### src/rtl/ex_muldiv.sv
// ex_muldiv: iterative multiply/divide unit with architectural HI/LO registers.
//
// Sits beside the single-cycle ALU in EX. The decoder issues a one-cycle
// `start` with `op` and operands. MULT/MULTU/DIV/DIVU run DATA_WIDTH radix-2
// steps (CALC), then one sign-fix/commit cycle (FIX). `done` pulses in the
// cycle after FIX, with HI/LO already updated. MTHI/MTLO write HI/LO directly
// from IDLE without stalling.
//
// Ports:
//   clk        rising-edge clock
//   rst        synchronous, active-low reset
//   start      issue strobe, only sampled in IDLE
//   op         0/7 NOP, 1 MULT, 2 MULTU, 3 DIV, 4 DIVU, 5 MTHI, 6 MTLO
//   operand_1  multiplicand / dividend / MTHI-MTLO source
//   operand_2  multiplier / divisor
//   cancel     flush; aborts an in-flight operation, suppresses a start in IDLE
//   busy       high in CALC and FIX (registered state decode)
//   stall      combinational pipeline hold
//   done       one-cycle pulse after commit (registered)
//   hi, lo     HI and LO registers
//
// Handshake: `start` is a single-cycle valid with no ready; the pipeline must
// not issue while `stall` is high, so any `start` seen outside IDLE is ignored.
// The FSM state is held in `state` (type state_t) for checkers to bind to.
module ex_muldiv #(
  parameter int DATA_WIDTH = 32,
  localparam int CNT_WIDTH = $clog2(DATA_WIDTH) + 1
) (
  input  logic                  clk,
  input  logic                  rst,
  input  logic                  start,
  input  logic [2:0]            op,
  input  logic [DATA_WIDTH-1:0] operand_1,
  input  logic [DATA_WIDTH-1:0] operand_2,
  input  logic                  cancel,
  output logic                  busy,
  output logic                  stall,
  output logic                  done,
  output logic [DATA_WIDTH-1:0] hi,
  output logic [DATA_WIDTH-1:0] lo
);

  localparam int W = DATA_WIDTH;

  localparam logic [2:0] OP_MULT  = 3'd1;
  localparam logic [2:0] OP_MULTU = 3'd2;
  localparam logic [2:0] OP_DIV   = 3'd3;
  localparam logic [2:0] OP_DIVU  = 3'd4;
  localparam logic [2:0] OP_MTHI  = 3'd5;
  localparam logic [2:0] OP_MTLO  = 3'd6;

  typedef enum logic [1:0] {S_IDLE, S_CALC, S_FIX} state_t;
  state_t state, state_next;

  logic [2:0]           op_r;
  logic [W-1:0]         opnd;    // multiplicand (mul) or divisor (div) magnitude
  logic [W-1:0]         a_raw;   // raw dividend, returned in HI on divide by zero
  logic                 neg_a, neg_b, div0;
  logic [2*W-1:0]       acc;     // mul: {partial product, multiplier}; div: {remainder, quotient}
  logic [CNT_WIDTH-1:0] cnt;

  // Issue decode
  logic         is_md, issue_md, in_signed, in_mul, in_neg_a, in_neg_b;
  logic [W-1:0] in_mag_a, in_mag_b;

  always_comb begin
    is_md     = (op == OP_MULT) || (op == OP_MULTU) || (op == OP_DIV) || (op == OP_DIVU);
    issue_md  = start && (state == S_IDLE) && is_md && !cancel;
    in_signed = (op == OP_MULT) || (op == OP_DIV);
    in_mul    = (op == OP_MULT) || (op == OP_MULTU);
    in_neg_a  = in_signed && operand_1[W-1];
    in_neg_b  = in_signed && operand_2[W-1];
    // The most-negative value's magnitude 2^(W-1) is still representable unsigned.
    in_mag_a  = in_neg_a ? (-operand_1) : operand_1;
    in_mag_b  = in_neg_b ? (-operand_2) : operand_2;
  end

  assign busy  = (state != S_IDLE);
  assign stall = busy || issue_md;

  // One radix-2 iteration
  logic         r_mul, last;
  logic [W:0]   mul_sum, div_shift;
  logic         div_ge;
  logic [W-1:0] div_rem;
  logic [2*W-1:0] step_next;

  always_comb begin
    r_mul     = (op_r == OP_MULT) || (op_r == OP_MULTU);
    last      = (cnt == CNT_WIDTH'(W - 1));
    // Shift-add: add multiplicand to the upper half when the current LSB is set,
    // then shift the whole accumulator right; the carry lands in bit 2W-1.
    mul_sum   = {1'b0, acc[2*W-1:W]} + (acc[0] ? {1'b0, opnd} : {(W+1){1'b0}});
    // Restoring divide: bring the next dividend bit into the remainder.
    div_shift = {acc[2*W-1:W], acc[W-1]};
    div_ge    = (div_shift >= {1'b0, opnd});
    div_rem   = div_shift[W-1:0] - opnd;
    if (r_mul) step_next = {mul_sum, acc[W-1:1]};
    else       step_next = {(div_ge ? div_rem : div_shift[W-1:0]), acc[W-2:0], div_ge};
  end

  // Sign correction for the FIX commit
  logic [2*W-1:0] prod;
  logic [W-1:0]   res_hi, res_lo;

  always_comb begin
    prod = (neg_a ^ neg_b) ? (-acc) : acc;
    if (r_mul) begin
      res_hi = prod[2*W-1:W];
      res_lo = prod[W-1:0];
    end else if (div0) begin
      res_hi = a_raw;
      res_lo = '1;
    end else begin
      res_lo = (neg_a ^ neg_b) ? (-acc[W-1:0]) : acc[W-1:0];
      res_hi = neg_a ? (-acc[2*W-1:W]) : acc[2*W-1:W];
    end
  end

  // FSM
  always_ff @(posedge clk) begin
    if (!rst) state <= S_IDLE;
    else      state <= state_next;
  end

  always_comb begin
    state_next = state;
    case (state)
      S_IDLE: if (issue_md) state_next = S_CALC;
      S_CALC: begin
        if (cancel)    state_next = S_IDLE;
        else if (last) state_next = S_FIX;
      end
      S_FIX:   state_next = S_IDLE;
      default: state_next = S_IDLE;
    endcase
  end

  // Datapath
  always_ff @(posedge clk) begin
    if (!rst) begin
      op_r  <= '0;
      opnd  <= '0;
      a_raw <= '0;
      neg_a <= 1'b0;
      neg_b <= 1'b0;
      div0  <= 1'b0;
      acc   <= '0;
      cnt   <= '0;
      hi    <= '0;
      lo    <= '0;
      done  <= 1'b0;
    end else begin
      done <= 1'b0;
      case (state)
        S_IDLE: begin
          if (issue_md) begin
            op_r  <= op;
            opnd  <= in_mul ? in_mag_a : in_mag_b;
            acc   <= {{W{1'b0}}, (in_mul ? in_mag_b : in_mag_a)};
            a_raw <= operand_1;
            neg_a <= in_neg_a;
            neg_b <= in_neg_b;
            div0  <= (operand_2 == '0);
            cnt   <= '0;
          end else if (start && !cancel && op == OP_MTHI) begin
            hi <= operand_1;
          end else if (start && !cancel && op == OP_MTLO) begin
            lo <= operand_1;
          end
        end
        S_CALC: begin
          if (!cancel) begin
            acc <= step_next;
            cnt <= cnt + 1'b1;
          end
        end
        S_FIX: begin
          // Cancel wins over the commit.
          if (!cancel) begin
            hi   <= res_hi;
            lo   <= res_lo;
            done <= 1'b1;
          end
        end
        default: ;
      endcase
    end
  end

endmodule

### config.mk
export PLATFORM = sky130hd
export DESIGN_NAME = ex_muldiv
export DESIGN_NICKNAME = d
export VERILOG_FILES = /design/src/rtl/ex_muldiv.sv
export SDC_FILE = /design/constraint.sdc
export NUM_CORES = 1
export LEC_CHECK = 0
export ABC_AREA = 1
export ABC_CLOCK_PERIOD_IN_PS = 2700
export BUFFER_PORTS_ARGS = -buffer_cell sky130_fd_sc_hd__buf_4
export CAP_MARGIN = 20
export CORE_MARGIN = 2
export CORE_UTILIZATION = 25
export DETAILED_ROUTE_END_ITERATION = 10
export PLACE_DENSITY_LB_ADDON = 0.15
export SYNTH_ARGS = -nofsm -noshare
export SYNTH_HDL_FRONTEND = slang
export SYNTH_SLANG_ARGS = --single-unit
### constraint.sdc
create_clock -name clk -period 2.7 [get_ports clk]
set_input_delay 0 -clock clk [delete_from_list [all_inputs] [get_ports clk]]
set_output_delay 0 -clock clk [all_outputs]
set_load 0.005 [all_outputs]
==> results.toml, run 1 <==
[logic_synthesis]
yosys-top-cells-area = "dfxtp_1, nand2_1, inv_1"
yosysWarningCount = 0
synth_flop_cell = "dfxtp_1"
ys_async_sr_fraction = 0
avgSynthCellArea_sq_um = 5.60
syn-cell-area_sq_mm = 0.0198
synth_area_leader_cell = "dfxtp_1"
syn_nets = 3674
synth_top_area_share = 0.209
ys_seq_area_frac = 0.209
synth_seq_cells = 207
synth-edff-count = 0
netlist_instances = 3532
ys_types = 51

[cts]
clock-root-buffer = "clkbuf_16"
numCtsBuffers = 25
htree_levels = 1
clk_latency_ns = 0.58
cts_tree = "done"
clkTransAtPathRegs_ns = 0.06
clockBufferDepth = 3
cts.sinks = 207

[sta]
setup_ws_ns = -0.00784
fin_crit_sh = 1.00
worst_slew_pin_slew_ns = 0.724
period_needed_ns = 2.71
clock_skew_ns = 0.0171
max_freq_mhz = 369
hold_violations = 1
rsz0062_at_grt = "yes"
setup_viol = 1
worst_hold_slack_ns = -0.00137
slew_viol_final = 0
relSlewSlack = 0.517

[cells_and_area]
nNetsFinal = 4042
layout-drive-gt1-share = 0.161
final_common_cell = "nand2_1"
final_area_sq_mm = 0.0255
syn_to_final_growth_pct = 29.1
final_cell_mix = "nand2_1, inv_1, buf_4"
antenna_cells = 0

[global_routing]
top_usage_layer = "met2"
grt_max_degree = 93
grtUsageTotal = 0.258
grt_overflow = 0
use_met2 = 0.425
grt_pass1_wl_um = 157000
met1_usage = 0.348
grt_pass1_vias = 23200
grt_use_met3 = 0.0259
antenna_found_initial = 4

[die]
std_cell_rows = 103
num_io_pins = 138
dieArea_sq_mm = 0.0814
die_w_um = 285
fp.dieH_um = 285
start_util = 0.252
fp.coreArea_sq_mm = 0.0786

[detailed_routing]
ant_nets = 0
first_pass_iters = 7
via_per_inst = 4.97
drt-initial-drc-count = 2367
drc_errors = 0
wirelength_um = 109000
wl_per_cell_um = 22.0
vias = 24700

[worst_setup_path]
critPathLaunchType = "register"
path_cells = "buf_4, buf_4, inv_2, buf_4, nand3_2, nor2_1, nand2_1, nor2_1, nand2_1, nand3_1, nand3_1, nand2_1, nand2_1, a21oi_1"
cp.arrival_ns = 3.21
cp_max_fo = 5
cp_slowest_cell = "dfxtp_4"
critical-path-max-stage-delay_ns = 0.40
worstPathRequired_ns = 3.21
crit_path_frequent_cell = "nand2_1"
end_kind = "register"
rrSetupSlack_ns = -0.008
crit_type = "reg -> reg"

[power]
p_leak_nw = 12.5
ir_worst_vdd_uv = 489
power_mw = 13.4
p_per_area_mw_per_mm2 = 523

[outcome]
status = "finished with violations"
violations = "hold timing, setup timing"

[min_path]
hp-class = "in -> reg"

[place]
placed_area_sq_mm = 0.0238
dp_hpwl_um = 89300
io_buffer_count = 137
pre_cts_slack_ns = -0.108
gp_congestion = 0.987

[run]
drv_cap = 0
[per-layer routing]
metal | vias up | share of wire
met3 | 159 | 0.062
met1 | 11500 | 0.44
li1 | 12200 | -
met4 | 2 | 0.043
met2 | 873 | 0.45
met5 | - | 0.00012
[cell type report]
| class | instances | area, sq um |
|---|---|---|
| Clock buffer | 30 | 674 |
| Clock inverter | 15 | 175 |
| Fill cell | 9034 | 53100 |
| Inverter | 495 | 1860 |
| Multi-Input combinational cell | 2692 | 13500 |
| Sequential cell | 207 | 4150 |
| Tap cell | 1050 | 1310 |
| Timing Repair Buffer | 479 | 3850 |
[through the flow]
stage | std cells | utilization | TNS, ns
2_1_floorplan | 3532 | - | 0
3_3_place_gp | 4865 | 0.303 | -0.724
3_5_place_dp | 4865 | 0.303 | -0.543
4_1_cts | 4962 | 0.320 | -0.00243
5_1_grt | 4968 | 0.325 | -0.115
6_report | 4968 | 0.325 | -0.00784
[report_power, final]
part,switching (mW),internal [mW]
registers,0.126,3.21
clock network,1.53,2.08
logic,4.14,2.27
total,5.80,7.56
[synth_stat cells, types with 7 or more instances]
cell	n
nor2_4	7
o22ai_1	27
inv_2	23
a31oi_1	14
o211ai_1	41
a21oi_2	11
buf_1	18
clkbuf_1	86
nor3_1	29
xor2_1	67
buf_2	28
nand3_1	279
inv_1	468
xnor2_1	14
nor4_1	7
nand3b_1	10
dfxtp_1	207
o21ai_1	35
o211ai_2	10
nand4_1	44
ha_1	69
nor2_1	427
o21ai_0	283
nand2_2	9
nor2_2	15
nor3_2	7
a21oi_1	268
nand2_1	966
o21bai_1	11
[final timing paths]
check | start | to | depth (start not counted)
setup / recovery | acc[0]$_SDFFE_PN0P_ | hi[27]$_SDFFE_PN0P_ | 14
hold / removal | operand_2[18] | opnd[18]$_SDFFE_PN0P_ | 6
setup reg to reg | acc[0]$_SDFFE_PN0P_ | hi[27]$_SDFFE_PN0P_ | 14
hold reg to reg | cnt[4]$_SDFFE_PN0P_ | cnt[4]$_SDFFE_PN0P_ | 2
[critical path: cells and delay by family, from the launching register on]
kind                   cells  cell delay, ns
and+or+nand+nor            9            1.59
DFF                        1            0.40
buffers and inverters      4            0.50
AOI/OAI and AO/OA          1            0.15
[state kept, by name, summed over array words and instances (netlist names)]
register  count
acc          64
cnt           6
div0          1
done          1
lo           32
neg_a         1
neg_b         1
op_r          3
state         2
a_raw        32
opnd         32
hi           32
[kinds of logic (layout without fill, tap and decap cells)]
logic type                 count (synthesis)  count (layout)  synth area share
adders and majority gates                 71              71            0.0457
buffers and inverters                    633            1019             0.124
and+or+nand+nor                         1818            1818             0.384
DFF                                      207             207             0.209
xor gates and xnor gates                  81              81            0.0359
AOI/OAI and AO/OA                        722             722             0.201
[timing repair]
action / in CTS / in global routing
gates cloned: 0 / 1
endpoints found under the hold margin: 67 / 0
resized for setup: 4 / 74
buffers inserted: 2 / 5
setup endpoints to repair: 16 / 34
hold buffers: 50 / 0
pin swaps: 1 / 9
No activity file was read; power rests on OpenSTA's default activity.
==> inputs of run 2 (changes only) <==
--- a/config.mk
+++ b/config.mk
@@ -11,8 +11,11 @@
 export CAP_MARGIN = 20
 export CORE_MARGIN = 2
 export CORE_UTILIZATION = 25
+export CTS_BUF_LIST = sky130_fd_sc_hd__clkbuf_4 sky130_fd_sc_hd__clkbuf_8
 export DETAILED_ROUTE_END_ITERATION = 10
+export HOLD_SLACK_MARGIN = 0.12
 export PLACE_DENSITY_LB_ADDON = 0.15
+export SETUP_SLACK_MARGIN = 0.4
 export SYNTH_ARGS = -nofsm -noshare
 export SYNTH_HDL_FRONTEND = slang
 export SYNTH_SLANG_ARGS = --single-unit
==> results.toml, run 2 (synthesized netlist as in run 1, its figures left out) <==
[sta]
hold_violations = 0
worst_hold_slack_ns = 0.168
tns_ns = 0
rsz0062_at_grt = "yes"
relSlewSlack = 0.512
max_freq_mhz = 408
period_needed_ns = 2.45
fin_crit_sh = 0.908
worst_slew_pin_slew_ns = 0.732
clock_skew_ns = 0.0604
setup_viol = 0
slew_viol_final = 0

[global_routing]
grt_pass1_vias = 23800
grt_max_degree = 94
grtUsageTotal = 0.262
grt_overflow = 0
grt_pass1_wl_um = 159000
antenna_found_initial = 6

[power]
ir_worst_vdd_uv = 364
p_per_area_mw_per_mm2 = 485
power_mw = 13.8
p_leak_nw = 13.4

[die]
num_io_pins = 138
dieArea_sq_mm = 0.0814
start_util = 0.252
fp.dieH_um = 285
die_w_um = 285
std_cell_rows = 103
fp.coreArea_sq_mm = 0.0786

[worst_setup_path]
end_kind = "register"
worstPathRequired_ns = 3.27
cp.arrival_ns = 3.02
crit_path_frequent_cell = "inv_2"
crit_type = "reg -> reg"
cp_slowest_cell = "dfxtp_4"
critical-path-max-stage-delay_ns = 0.42
critPathLaunchType = "register"
path_cells = "buf_12, nand2_4, inv_2, ha_4, inv_2, fa_2, inv_2, nand2_4, o21ai_4, buf_6, nand3_2, nand3_2, nand2_1, nand3_1, nand2_1, inv_1, nand3_1, a21oi_1"
cp_max_fo = 6

[cells_and_area]
syn_to_final_growth_pct = 43.6
final_common_cell = "nand2_1"
seq_area_sq_mm = 0.00424
largest_reg_flops = 64
layout-drive-gt1-share = 0.287
nFillCells = 8741
final_cell_mix = "nand2_1, inv_1, buf_4"
utilization = 0.361
nNetsFinal = 4072
regMostFlops = "acc"
multi_input_comb_area_sq_mm = 0.0159

[detailed_routing]
via_per_inst = 5.02
drt-initial-drc-count = 2278
ant_nets = 0
wl_per_cell_um = 22.1
wirelength_um = 111000
drc_errors = 0
vias = 25200
first_pass_iters = 8

[min_path]
hp-class = "in -> reg"

[cts]
clockBufferDepth = 3
htree_levels = 2
numCtsBuffers = 41
clkTransAtPathRegs_ns = 0.05
cts.sinks = 207
clock-root-buffer = "clkbuf_8"
cts_tree = "done"
clk_latency_ns = 0.65

[place]
io_buffer_count = 137
gp_congestion = 0.981
dp_hpwl_um = 87900

[outcome]
status = "finished clean"

[run]
drv_cap = 0
## run 2: path summary, 6_finish.rpt
check,from,to,slack [ns],depth (start not counted)
max,acc[0]$_SDFFE_PN0P_,acc[51]$_SDFFE_PN0P_,0.25,18
min,operand_1[0],acc[0]$_SDFFE_PN0P_,0.17,7
max reg2reg,acc[0]$_SDFFE_PN0P_,acc[51]$_SDFFE_PN0P_,0.25,18
min reg2reg,cnt[4]$_SDFFE_PN0P_,cnt[4]$_SDFFE_PN0P_,0.45,2
## run 2: metrics by stage
| stage | instance area, sq um | setup slack, ns | cells |
|---|---|---|---|
| finish | 28400 | 0.249 | 5008 |
| global route | 28400 | 0.198 | 5008 |
| CTS | 27000 | 0.307 | 4963 |
| detailed placement | 23100 | 0.00412 | 4770 |
| global placement | 23100 | -0.0462 | 4770 |
| floorplan | 19800 | 0.427 | 3532 |
## run 2: cell type report
cell class	count	area share
multi-input combinational	2692	0.559
antenna	1	0.0000881
tap	1050	0.0462
sequential	207	0.149
timing repair buffer	493	0.148
clock inverter	9	0.00304
clock buffer	61	0.0262
inverter	495	0.0676
## run 2: timing repair
| item | 4_1_cts | 5_1_grt |
|---|---|---|
| hold buffers | 79 | 0 |
| endpoints found under the hold margin | 171 | 0 |
| setup buffers | 41 | 43 |
| pin swaps | 129 | 130 |
| setup endpoints to repair | 62 | 106 |
| resized for setup | 480 | 324 |
| cloned | 3 | 1 |
## run 2: worst max-delay path: cells and delay by family (launching register included)
family | cells | cell delay [ns]
simple gates | 8 | 0.59
fa+ha+maj | 2 | 0.49
flops | 1 | 0.42
compound gates | 2 | 0.34
buf+inv | 6 | 0.56
## run 2: power breakdown
group	internal, mW	total [mW]	leakage [nW]	switching (mW)
clock network	1.86	3.46	0.441	1.60
logic	2.50	6.95	11.2	4.45
registers	3.21	3.35	1.71	0.144
## run 2: layer usage
| layer | up-vias | routed length [um] | part of all wire | GRT usage |
|---|---|---|---|---|
| li1 | 12200 | - | - | - |
| met1 | 11900 | 48400 | 0.44 | 0.346 |
| met2 | 863 | 50400 | 0.45 | 0.427 |
| met3 | 204 | 6320 | 0.057 | 0.0320 |
| met4 | 2 | 5770 | 0.052 | 0.120 |
| met5 | - | 13 | 0.00012 | 0 |
